**src/rtl/inst_seq.sv**
```systemverilog
// inst_seq: walks the instruction table one entry at a time and presents each
// valid entry to the cache as a request, holding it while the cache stalls.
// A run stops at the first invalid entry, after the last table entry, or when
// a single request stalls for TIMEOUT consecutive cycles (error). Cycle, hit
// and miss counts are kept per run and saturate at all-ones.
//
// Handshake: cache_req is the valid; !cache_stall is the ready. A request
// completes on a rising edge where cache_req=1 and cache_stall=0. While
// cache_req=1 and the cache stalls, every cache_* field holds steady because
// index only moves on completion.
module inst_seq #(
  parameter int IDX_W   = 4,
  parameter int TIMEOUT = 64
) (
  input  logic             clk,
  input  logic             rst,
  input  logic             start,
  output logic [IDX_W-1:0] index,
  input  logic             inst_valid,
  input  logic             inst_write,
  input  logic [31:0]      inst_addr,
  input  logic [2:0]       inst_u_b_h_w,
  output logic             cache_req,
  output logic             cache_write,
  output logic [31:0]      cache_addr,
  output logic [2:0]       cache_u_b_h_w,
  output logic [31:0]      cache_din,
  input  logic             cache_stall,
  output logic             done,
  output logic             error,
  output logic [31:0]      cycle_cnt,
  output logic [15:0]      hit_cnt,
  output logic [15:0]      miss_cnt,
  output logic [1:0]       dbg_state
);

  typedef enum logic [1:0] {
    S_IDLE = 2'd0,
    S_RUN  = 2'd1,
    S_DONE = 2'd2
  } state_t;

  localparam logic [IDX_W-1:0] IDX_MAX = '1;
  // Stalled edges already seen when the current stalled edge is the last allowed.
  localparam logic [15:0] STALL_LAST = 16'(TIMEOUT - 1);

  state_t      state;
  logic [15:0] stall_cnt;

  assign dbg_state = state;

  // Request is live only while running on a valid entry; the rst term drops it
  // the instant reset asserts, before the state register has even settled.
  assign cache_req     = rst && (state == S_RUN) && inst_valid;
  assign cache_write   = cache_req && inst_write;
  assign cache_addr    = cache_req ? inst_addr : 32'd0;
  assign cache_din     = cache_req ? inst_addr : 32'd0;
  assign cache_u_b_h_w = cache_req ? inst_u_b_h_w : 3'd0;

  // Sequencer FSM with index, stall tracking and run statistics.
  always_ff @(posedge clk or negedge rst) begin
    if (!rst) begin
      state     <= S_IDLE;
      index     <= '0;
      stall_cnt <= '0;
      done      <= 1'b0;
      error     <= 1'b0;
      cycle_cnt <= '0;
      hit_cnt   <= '0;
      miss_cnt  <= '0;
    end else begin
      case (state)
        S_IDLE, S_DONE: begin
          if (start) begin
            state     <= S_RUN;
            index     <= '0;
            stall_cnt <= '0;
            done      <= 1'b0;
            error     <= 1'b0;
            cycle_cnt <= '0;
            hit_cnt   <= '0;
            miss_cnt  <= '0;
          end
        end
        S_RUN: begin
          if (!inst_valid) begin
            // End-of-table marker: finish without issuing a request.
            state <= S_DONE;
            done  <= 1'b1;
          end else begin
            if (cycle_cnt != '1) cycle_cnt <= cycle_cnt + 32'd1;
            if (!cache_stall) begin
              // Completion: a request that never stalled counts as a hit.
              stall_cnt <= '0;
              if (stall_cnt == 16'd0) begin
                if (hit_cnt != '1) hit_cnt <= hit_cnt + 16'd1;
              end else begin
                if (miss_cnt != '1) miss_cnt <= miss_cnt + 16'd1;
              end
              if (index == IDX_MAX) begin
                // Last table slot: stop here rather than wrap to entry 0.
                state <= S_DONE;
                done  <= 1'b1;
              end else begin
                index <= index + 1'b1;
              end
            end else if (stall_cnt >= STALL_LAST) begin
              // The cache never answered; abandon the run at this entry.
              state <= S_DONE;
              done  <= 1'b1;
              error <= 1'b1;
            end else begin
              stall_cnt <= stall_cnt + 16'd1;
            end
          end
        end
        default: state <= S_IDLE;
      endcase
    end
  end

endmodule

```
**config.mk**
```make
export PLATFORM = sky130hd
export DESIGN_NAME = inst_seq
export DESIGN_NICKNAME = d
export VERILOG_FILES = /design/src/rtl/inst_seq.sv
export SDC_FILE = /design/constraint.sdc
export NUM_CORES = 1
export LEC_CHECK = 0
export CORE_MARGIN = 4
export CORE_UTILIZATION = 40
export CTS_BUF_LIST = sky130_fd_sc_hd__clkbuf_4 sky130_fd_sc_hd__clkbuf_8
export DETAILED_ROUTE_END_ITERATION = 16
export PLACE_DENSITY = 0.79
export SLEW_MARGIN = 30
export SYNTH_ARGS = -nofsm -noshare
export SYNTH_HDL_FRONTEND = slang
export SYNTH_SLANG_ARGS = --single-unit
```
**constraint.sdc**
```tcl
create_clock -name clk -period 3 [get_ports clk]
set_clock_uncertainty 0.15 [all_clocks]
set_input_delay 0.6 -clock clk [delete_from_list [all_inputs] [get_ports clk]]
set_output_delay 0.6 -clock clk [all_outputs]
set_load 0.01 [all_outputs]
```
### Word level (Yosys, flattened, before mapping)

Cells that the tools add are included.

| storage, ports and cells | value |
|---|---|
| word-level logic and storage cells | 90 |
| memory bits (read-only) | 0 |
| input bits | 41 |
| memories kept | 0 |
| bits in latches | 0 |
| register bits after elaboration | 88 |
| bits in writable memories | 0 |

| operators by class | value |
|---|---|
| equality and inequality tests | 20 |
| shifts and indexed selects | 0 |
| add/subtract/negate cells | 5 |
| magnitude comparators | 1 |
| multiplexer cells | 41 |
| div/mod/pow operators | 0 |
| reductions and logical operators | 15 |
| $mul | 0 |
| bitwise logic cells | 0 |

Operators with widths:

| operator | number |
|---|---|
| $mux W16 | 12 |
| $mux W32 | 4 |
| $pmux W16 S2 | 3 |
| $pmux W32 S2 | 1 |
| $add A16 B1 Y16 const B | 3 |
| $add A32 B1 Y32 const B | 1 |
| $ne A16 B16 Y1 const B | 2 |
| $ne A32 B32 Y1 const B | 1 |
| $ge A16 B6 Y1 const B | 1 |
| $logic_not A16 Y1 | 1 |
| $mux W4 | 4 |
| $ne A2 B2 Y1 const B | 6 |
| $reduce_and A4 Y1 | 3 |
| $reduce_and A6 Y1 | 2 |
| $mux W2 | 5 |
| $ne A2 B1 Y1 const B | 5 |
| $reduce_and A5 Y1 | 2 |
| $ne A4 B3 Y1 const B | 2 |
| $pmux W4 S2 | 1 |
| $mux W1 | 7 |
| $add A4 B1 Y4 const B | 1 |
| $eq A4 B4 Y1 const B | 1 |
| $pmux W1 S2 | 2 |
| $pmux W2 S2 | 1 |
| 9 further kinds | 11 |

### Depth between registers and ports, before layout

Gate-level depths: netlist of run 1.

| logic depth | value |
|---|---|
| depth after elaboration | 6 |
| gate-level depth with buffers | 10 |

### Worst setup path after synthesis of run 1

No wires, ideal clock.

| timing path | value |
|---|---|
| kind | in2out |
| from | input port inst_valid |
| to | output port cache_din[26] |
| arrival time | 1.836 ns |
| buffers on the path | 4 |
| setup slack | 0.414 ns |
| cell stages on the path | 6 |
| path through | and3b_1 > clkbuf_1 > clkbuf_1 > clkbuf_1 > and3_1 > buf_4 |

| between the ends | value |
|---|---|
| cells in the longest elaborated chain, start to end | 2 |

Ends and longest elaborated chain:

| element | RTL line | RTL |
|---|---|---|
| start, declared | 19 | `input logic inst_valid,` |
| $logic_and A1 B1 Y1 | 54 | `assign cache_req = rst && (state == S_RUN) && inst_valid;` |
| $mux W32 | n/a |  |
| end, declared | 27 | `output logic [31:0] cache_din,` |

No other way between the ends.

### Worst setup path in the final report of run 1

| timing path | value |
|---|---|
| from | input port inst_valid |
| to | output port cache_req |

| between the ends | value |
|---|---|
| cells in the longest elaborated chain, start to end | 1 |

Ends and longest elaborated chain:

| element | RTL line | RTL |
|---|---|---|
| $logic_and A1 B1 Y1 | 54 |  |
| end, declared | 23 | `output logic cache_req,` |

No other way between the ends.

==> results_dict.tcl, run 1 <==
set metrics [dict create \
    crit_type "input pin to primary output" \
    design.portCount 182 \
    timing.fmax_mhz 336 \
    worst_hold_path.num_cells 1 \
    route.vias.total 5524 \
    die_height_um 125 \
    number_of_enable_flip_flop_cells_after_synthesis 0 \
    global_route.usage.total_pct 20.4 \
    finalCritPeriodShare_pct 99.1 \
    worstHoldEndpoint "stall_cnt[12]" \
    report.final.hold_viol_count 0 \
    cap_viol_max_count 0 \
    htree_num_levels 3 \
    postSynthAreaPerCell_um2 8.84 \
    route.detailed.wl_per_inst_um 17.6 \
    reg2reg_depth 6 \
    tritoncts_clock_tree "built" \
    worst_pin_slew_ps 715 \
    clk_pin_slew_ps 80 \
    areaGrowthSynthToFinish_pct 38.3 \
    timing.slew.headroom_pct 52.4 \
    fillCellCount 1169 \
    cts.hold.buffers_added 0 \
    dpl.hpwl_um 12100 \
    gp_congestion 0.931 \
    clock_sinks 88 \
    drt-initial-drc-count 498 \
    run_status "finished clean" \
    worst_setup_path_start_kind "input pin" \
    via_count_of_the_first_global_routing_pass 5181 \
    core.rowCount 42 \
    largest_net_degree_at_the_start_of_global_routing 57 \
    route.antenna.remaining_nets 0 \
    start_util_pct 41.0 \
    ys_dominant_reg_cell "sky130_fd_sc_hd__dfrtp_1" \
    postSynthCellCount 616 \
    wire_length_of_the_first_global_routing_pass_um 26700 \
    first_pass_iters 5 \
    cp.required_ps 2250 \
    fin_nets 817 \
    r2r_setup_slack_ps 380 \
    floorplan.die.width_um 125 \
    core_area_um2 13300 \
    synthesis.nets 663 \
    largest_driver_fanout_on_the_critical_path 38 \
    power.density_nw_per_um2 424 \
    synth_area_um2 5450 \
    detail_route.vias_per_cell 5.81 \
    postCtsSetupRepairBufs 0 \
    num_antenna_cells 0 \
    clk-insertion-delay-late_ps 370 \
    place.port_buffers 181 \
    register_area_um2 2200 \
    synthDominantAreaCellType "sky130_fd_sc_hd__dfrtp_1" \
    synth_cell_types 63 \
    synth_sequential_area_ratio_pct 40.4 \
    design_area_um2 7530 \
    rsz0062_at_grt "no" \
    kind_of_capture_point_of_the_worst_setup_path "primary output" \
    synth-async-reset-ratio_pct 100 \
    hp-class "register to register" \
    ys.warnings.count 0 \
    post-route-min-period_ps 2970 \
    report.final.setup_viol 0 \
    synth_seq_cells 88 \
    worstPathArrival_ps 2220 \
    grt_antenna_before_repair 0 \
    remaining_global_route_overflow 0 \
    timing.rr.start "cycle_cnt[14]" \
    max-vdd-ir-drop_mv 0.313 \
    synth_area_leaders "sky130_fd_sc_hd__dfrtp_1 (40%), sky130_fd_sc_hd__and3_1 (5.9%), sky130_fd_sc_hd__buf_4 (4.4%), sky130_fd_sc_hd__nand2_1 (4.2%), sky130_fd_sc_hd__a21oi_1 (3.4%)" \
    drc_errors 0 \
    r2r-end "cycle_cnt[10]" \
    cts-buffers-inserted 9 \
    instance_area_after_placement_um2 7290 \
    multiInputGateArea_um2 2830 \
    power.leakage_nw 3.93 \
    whs_ps 346 \
    die_area_um2 15500 \
    clockBufferDepth 2 \
    synth_top_cell_area_share_pct 40.4 \
    routed_wirelength_um 16800 \
    max_slew_vio_count 0 \
    cts.root.buffer_cell "sky130_fd_sc_hd__clkbuf_8" \
    min_from "stall_cnt[12]" \
    layout-drive-gt1-share_pct 8.39 \
]
[Yosys cell counts (2+ instances only)]
cell type                    n
sky130_fd_sc_hd__nor2_1     37
sky130_fd_sc_hd__or4_4       2
sky130_fd_sc_hd__o41ai_1     4
sky130_fd_sc_hd__nor3_1      4
sky130_fd_sc_hd__nor4_1     11
sky130_fd_sc_hd__nor2b_1     2
sky130_fd_sc_hd__dfrtp_1    88
sky130_fd_sc_hd__xor2_1      4
sky130_fd_sc_hd__mux2i_1    12
sky130_fd_sc_hd__a22o_1      2
sky130_fd_sc_hd__o211ai_1    5
sky130_fd_sc_hd__a31oi_1     7
sky130_fd_sc_hd__a31o_2      7
sky130_fd_sc_hd__buf_1       2
sky130_fd_sc_hd__o21ai_0    25
sky130_fd_sc_hd__inv_1       6
sky130_fd_sc_hd__or4_1       7
sky130_fd_sc_hd__buf_4      32
sky130_fd_sc_hd__clkbuf_1   22
sky130_fd_sc_hd__nand4b_1    5
sky130_fd_sc_hd__nand2b_1   15
sky130_fd_sc_hd__nand3_1    34
sky130_fd_sc_hd__xnor2_1     5
sky130_fd_sc_hd__nand2_1    61
sky130_fd_sc_hd__or3_1      16
sky130_fd_sc_hd__nand4_1    23
sky130_fd_sc_hd__a21oi_1    37
sky130_fd_sc_hd__ha_1        6
sky130_fd_sc_hd__and3_1     51
sky130_fd_sc_hd__buf_2       4
sky130_fd_sc_hd__and4_1      9
sky130_fd_sc_hd__buf_6       4
sky130_fd_sc_hd__mux2_2      2
sky130_fd_sc_hd__a2111oi_0   8
sky130_fd_sc_hd__a41o_1      5
sky130_fd_sc_hd__and2_1     14
sky130_fd_sc_hd__o311ai_0    2
sky130_fd_sc_hd__o31ai_1    10
sky130_fd_sc_hd__a211oi_1    2
[cells by family after synthesis]
logic type                 Yosys count  synth area share [%]
AOI/OAI and AO/OA                  128                  15.9
xor gates and xnor gates             9                  1.45
DFF                                 88                  40.4
buffers and inverters               71                  7.76
and+or+nand+nor                    300                  30.5
muxes                               14                  2.62
adders and majority gates            6                  1.38
[layout by cell type, fill, tap and decap left out, drive strengths merged, types with 9 or more instances in the layout]
| cell type | Yosys | layout |
|---|---|---|
| dlygate4sd2 | 0 | 36 |
| nand2 | 61 | 61 |
| dlymetal6s2s | 0 | 32 |
| buf | 42 | 28 |
| or4 | 9 | 9 |
| o31ai | 10 | 10 |
| o21ai | 26 | 26 |
| and2 | 15 | 15 |
| nand3 | 35 | 35 |
| nor4 | 11 | 11 |
| nor2 | 37 | 37 |
| or3 | 16 | 16 |
| nand2b | 15 | 15 |
| a21oi | 37 | 37 |
| dfrtp | 88 | 88 |
| nand4 | 23 | 23 |
| clkbuf | 23 | 14 |
| mux2i | 12 | 12 |
| and4 | 9 | 9 |
| clkdlybuf4s50 | 0 | 112 |
| and3 | 52 | 52 |
[per-layer routing]
layer	GRT usage, %	vias to the layer above	share of wire (%)	routed length (µm)
met5	0	-	0	0
met4	6.19	0	1.7	291
met3	3.26	37	6.0	1010
met2	33.0	228	49	8140
met1	28.2	2673	44	7340
li1	-	2586	-	-
[area by class of cell]
cell class	count	area share, %
inverter	6	0.299
sequential	88	29.2
multi-input combinational	457	37.5
tap	176	2.92
timing repair buffer	208	27.3
clock buffer	14	2.56
clock inverter	2	0.133
[worst max-delay path: stages]
cell and delay [ps]:
sky130_fd_sc_hd__clkdlybuf4s50_1 520, sky130_fd_sc_hd__and3b_2 230, sky130_fd_sc_hd__buf_12 180, sky130_fd_sc_hd__and2_1 150, sky130_fd_sc_hd__clkdlybuf4s50_1 530
[state kept, by name, summed over array words and instances (netlist names)]
signal     cells
error          1
cycle_cnt     32
index          4
miss_cnt      16
stall_cnt     16
done           1
hit_cnt       16
dbg_state      2
[through the flow]
step           total power [W]  util, %  setup TNS, ps  std cells  setup WS, ps
4_1_cts                0.00320     56.1              0        951          1.22
3_5_place_dp           0.00238     54.9          -1490        935         -66.3
2_1_floorplan          0.00187        -              0        616           414
3_3_place_gp           0.00235     54.9           -584        935         -46.2
6_report               0.00319     56.7              0        951          28.2
5_1_grt                0.00335     56.7              0        951          4.17
[repair_timing]
action,in CTS,in global routing
hold endpoints to repair,0,0
resized for setup,37,32
pin swaps,0,0
endpoints found under the setup margin,59,32
[power by group]
part / internal [W] / total, W / switching [W]
combinational: 0.000431 / 0.00101 / 0.000574
sequential: 0.00125 / 0.00134 / 0.0000929
clock: 0.000413 / 0.000846 / 0.000433
[how the worst max path moves through the flow]
stage               start              to  slack, ps  cells past startpoint
5_1_grt        inst_valid       cache_req          4                      5
6_report       inst_valid       cache_req         30                      5
4_1_cts        inst_valid    cache_din[0]          1                      5
3_3_place_gp   inst_valid  cache_addr[23]        -50                      5
2_1_floorplan  inst_valid   cache_din[26]        410                      6
3_5_place_dp   inst_valid  cache_addr[16]        -70                      5
(Power assumes the default switching activity.)
==> inputs of run 2 (changes only) <==
CAP_MARGIN = 10   (was unset)
==> results of run 2 <==
Final layout, timing and power as in run 1 (identical DEF).
==> inputs of run 3 (changes only) <==
ABC_AREA = 1   (was unset)
PLACE_DENSITY = 0.78   (was 0.79)
==> results_dict.tcl, run 3 <==
set metrics [dict create \
    timing.fmax_mhz 339 \
    synth.cells.most_frequent "sky130_fd_sc_hd__nand2_1 (291), sky130_fd_sc_hd__nor2_1 (167), sky130_fd_sc_hd__inv_1 (102)" \
    crit_top_cell "sky130_fd_sc_hd__clkdlybuf4s50_1" \
    synth_sequential_area_ratio_pct 36.0 \
    post-place-ws_ps 14.4 \
    most_common_cell_after_layout_fill_and_taps_aside "sky130_fd_sc_hd__nand2_1" \
    clk-insertion-delay-late_ps 380 \
    via_count_of_the_first_global_routing_pass 5898 \
    met2_usage_pct 34.2 \
    die_area_um2 17300 \
    areaGrowthSynthToFinish_pct 31.5 \
    clock_sinks 88 \
    reg2reg_depth 10 \
    critical_path_buf_inv_count 3 \
    highest_count_cells_in_the_layout_ignoring_fill_and_taps "sky130_fd_sc_hd__nand2_1 (291), sky130_fd_sc_hd__clkdlybuf4s50_1 (177), sky130_fd_sc_hd__nor2_1 (166), sky130_fd_sc_hd__inv_1 (102), sky130_fd_sc_hd__nand3_1 (92)" \
    design.portCount 182 \
    route.antenna.remaining_nets 0 \
    synth_area_leaders "sky130_fd_sc_hd__dfrtp_1 (36%), sky130_fd_sc_hd__nand2_1 (18%), sky130_fd_sc_hd__nor2_1 (10%), sky130_fd_sc_hd__nand3_1 (7.5%), sky130_fd_sc_hd__inv_1 (6.3%)" \
    report.final.hold_viol_count 0 \
    num_antenna_cells 0 \
    remaining_global_route_overflow 0 \
    synth-async-reset-ratio_pct 100 \
    postSynthAreaPerCell_um2 6.52 \
    grt_use_met3_pct 3.94 \
    worstPathArrival_ps 2200 \
    htree_num_levels 3 \
    hp-class "input pin to async pin" \
    post-place-cells 1256 \
    max_slew_vio_count 0 \
    postCtsSetupRepairBufs 0 \
    post_route_setup_tns_ps 0 \
    whs_ps 93.4 \
    start_util_pct 41.4 \
    ys.warnings.count 0 \
    cap_viol_max_count 0 \
    floorplan.die.width_um 132 \
    post-route-min-period_ps 2950 \
    report.final.setup_viol 0 \
    cts.root.buffer_cell "sky130_fd_sc_hd__clkbuf_8" \
    die_height_um 132 \
    gr-max-usage-layer "met2" \
    route.vias.total 6322 \
    drt-initial-drc-count 507 \
    max_ffs_per_register 32 \
    clockBufferDepth 2 \
    finalCritPeriodShare_pct 98.3 \
    rsz0062_at_grt "no" \
    core_area_um2 14800 \
    power.density_nw_per_um2 463 \
    timing.slew.headroom_pct 58.7 \
    number_of_enable_flip_flop_cells_after_synthesis 0 \
    synth_seq_cells 88 \
    first_pass_iters 5 \
    crit_type "input pin to primary output" \
    synth_area_um2 6110 \
    fin_cells 1272 \
    largest_register "cycle_cnt" \
    most_frequent_cell_after_synthesis "sky130_fd_sc_hd__nand2_1" \
    core.rowCount 44 \
    grt_util_met1_pct 26.1 \
    max-vdd-ir-drop_mv 0.380 \
    fin_nets 1130 \
    worstPathCellList "clkdlybuf4s50_1, nand3_1, buf_12, nor2_1, clkdlybuf4s50_1" \
    worst_setup_path_start_kind "input pin" \
    place.port_buffers 181 \
    routed_wirelength_um 17400 \
    grt_antenna_before_repair 0 \
    layout-drive-gt1-share_pct 5.24 \
    final.setup.worst_slack_ps 50.4 \
    fillCellCount 1445 \
    synthesis.nets 984 \
    route.detailed.wl_per_inst_um 13.7 \
    run_status "finished clean" \
    timing.critical_path.depth 5 \
    postSynthCellCount 937 \
    wire_length_of_the_first_global_routing_pass_um 29400 \
    worst_pin_slew_ps 620 \
    largest_net_degree_at_the_start_of_global_routing 68 \
    max_stage_delay_ps 590 \
    dpl.hpwl_um 13200 \
    synth_cell_types 33 \
    detail_route.vias_per_cell 4.97 \
    synth_top_cell_area_share_pct 36.0 \
    kind_of_capture_point_of_the_worst_setup_path "primary output" \
    power.leakage_nw 3.54 \
    global_route.usage.total_pct 20.2 \
    synthDominantAreaCellType "sky130_fd_sc_hd__dfrtp_1" \
    cp.required_ps 2250 \
    critical_path.slowest_cell "sky130_fd_sc_hd__clkdlybuf4s50_1" \
    cts-buffers-inserted 9 \
    tritoncts_clock_tree "built" \
    drc_errors 0 \
    timing.critical_path.max_delay_family "buffers and inverters" \
    largest_driver_fanout_on_the_critical_path 37 \
    cts.hold.buffers_added 0 \
    ys_dominant_reg_cell "sky130_fd_sc_hd__dfrtp_1" \
    gp_congestion 0.935 \
    clk_pin_slew_ps 110 \
]
[run 3: cell count changes in the layout (fill, tap and decap cells not counted), moves of 37 or more]
cell,before,now
sky130_fd_sc_hd__inv_1,6,102
sky130_fd_sc_hd__a21oi_1,37,0
sky130_fd_sc_hd__nand3_1,34,92
sky130_fd_sc_hd__and3_1,51,1
sky130_fd_sc_hd__nand2_1,61,291
sky130_fd_sc_hd__clkdlybuf4s50_1,112,177
sky130_fd_sc_hd__nor2_1,37,166
[run 3: repair_timing]
action	4_1_cts	5_1_grt
resized for setup	0	4
endpoints found under the hold margin	0	0
setup endpoints to repair	0	6
[run 3: layout make-up]
type / count / area (µm²) / share of cell area, %
Timing Repair Buffer: 190 / 1900 / 23.6
Inverter: 108 / 408 / 5.08
Tap cell: 184 / 230 / 2.86
Clock buffer: 10 / 131 / 1.63
Multi-Input combinational cell: 686 / 3120 / 38.8
Clock inverter: 6 / 42.5 / 0.529
Sequential cell: 88 / 2200 / 27.4
[run 3: logic make-up after synthesis]
kind of cell	count (synthesis)	synth area share (%)
XOR/XNOR	18	2.58
AO/OA/AOI/OAI	65	5.83
AND/OR/NAND/NOR	597	41.4
flip-flops	88	36.0
adder cells (fa/ha/maj)	6	1.23
buffers and inverters	163	12.9
[run 3: through the flow]
| stage | utilization (%) | power, W | area, µm² |
|---|---|---|---|
| finish | 54.5 | 0.00372 | 8040 |
| detailed placement | 53.2 | 0.00298 | 7850 |
| CTS | 54.4 | 0.00377 | 8020 |
| global placement | 53.2 | 0.00295 | 7850 |
| floorplan | - | 0.00246 | 6110 |
| global route | 54.5 | 0.00397 | 8040 |
[run 3: power by group]
part / internal (W) / switching (W) / total [W] / leakage, nW
clock: 0.000314 / 0.000469 / 0.000783 / 0.0865
combinational: 0.000528 / 0.00105 / 0.00158 / 2.24
sequential: 0.00126 / 0.000101 / 0.00136 / 1.22
[run 3: worst paths after layout]
kind,endpoint,start,slack [ps]
worst max-delay path,cache_din[3],inst_valid,50
worst min-delay path,cycle_cnt[11],rst,90
worst max register to register,cycle_cnt[7],cycle_cnt[0],550
worst min register to register,stall_cnt[11],stall_cnt[11],350
max in group asynchronous,stall_cnt[1],rst,1690
min in group clk,stall_cnt[11],stall_cnt[11],350
[run 3: routing by layer]
metal	up-vias	routed length (µm)
met3	37	867
met2	188	8410
li1	3190	-
met4	0	444
met5	-	0
met1	2907	7680
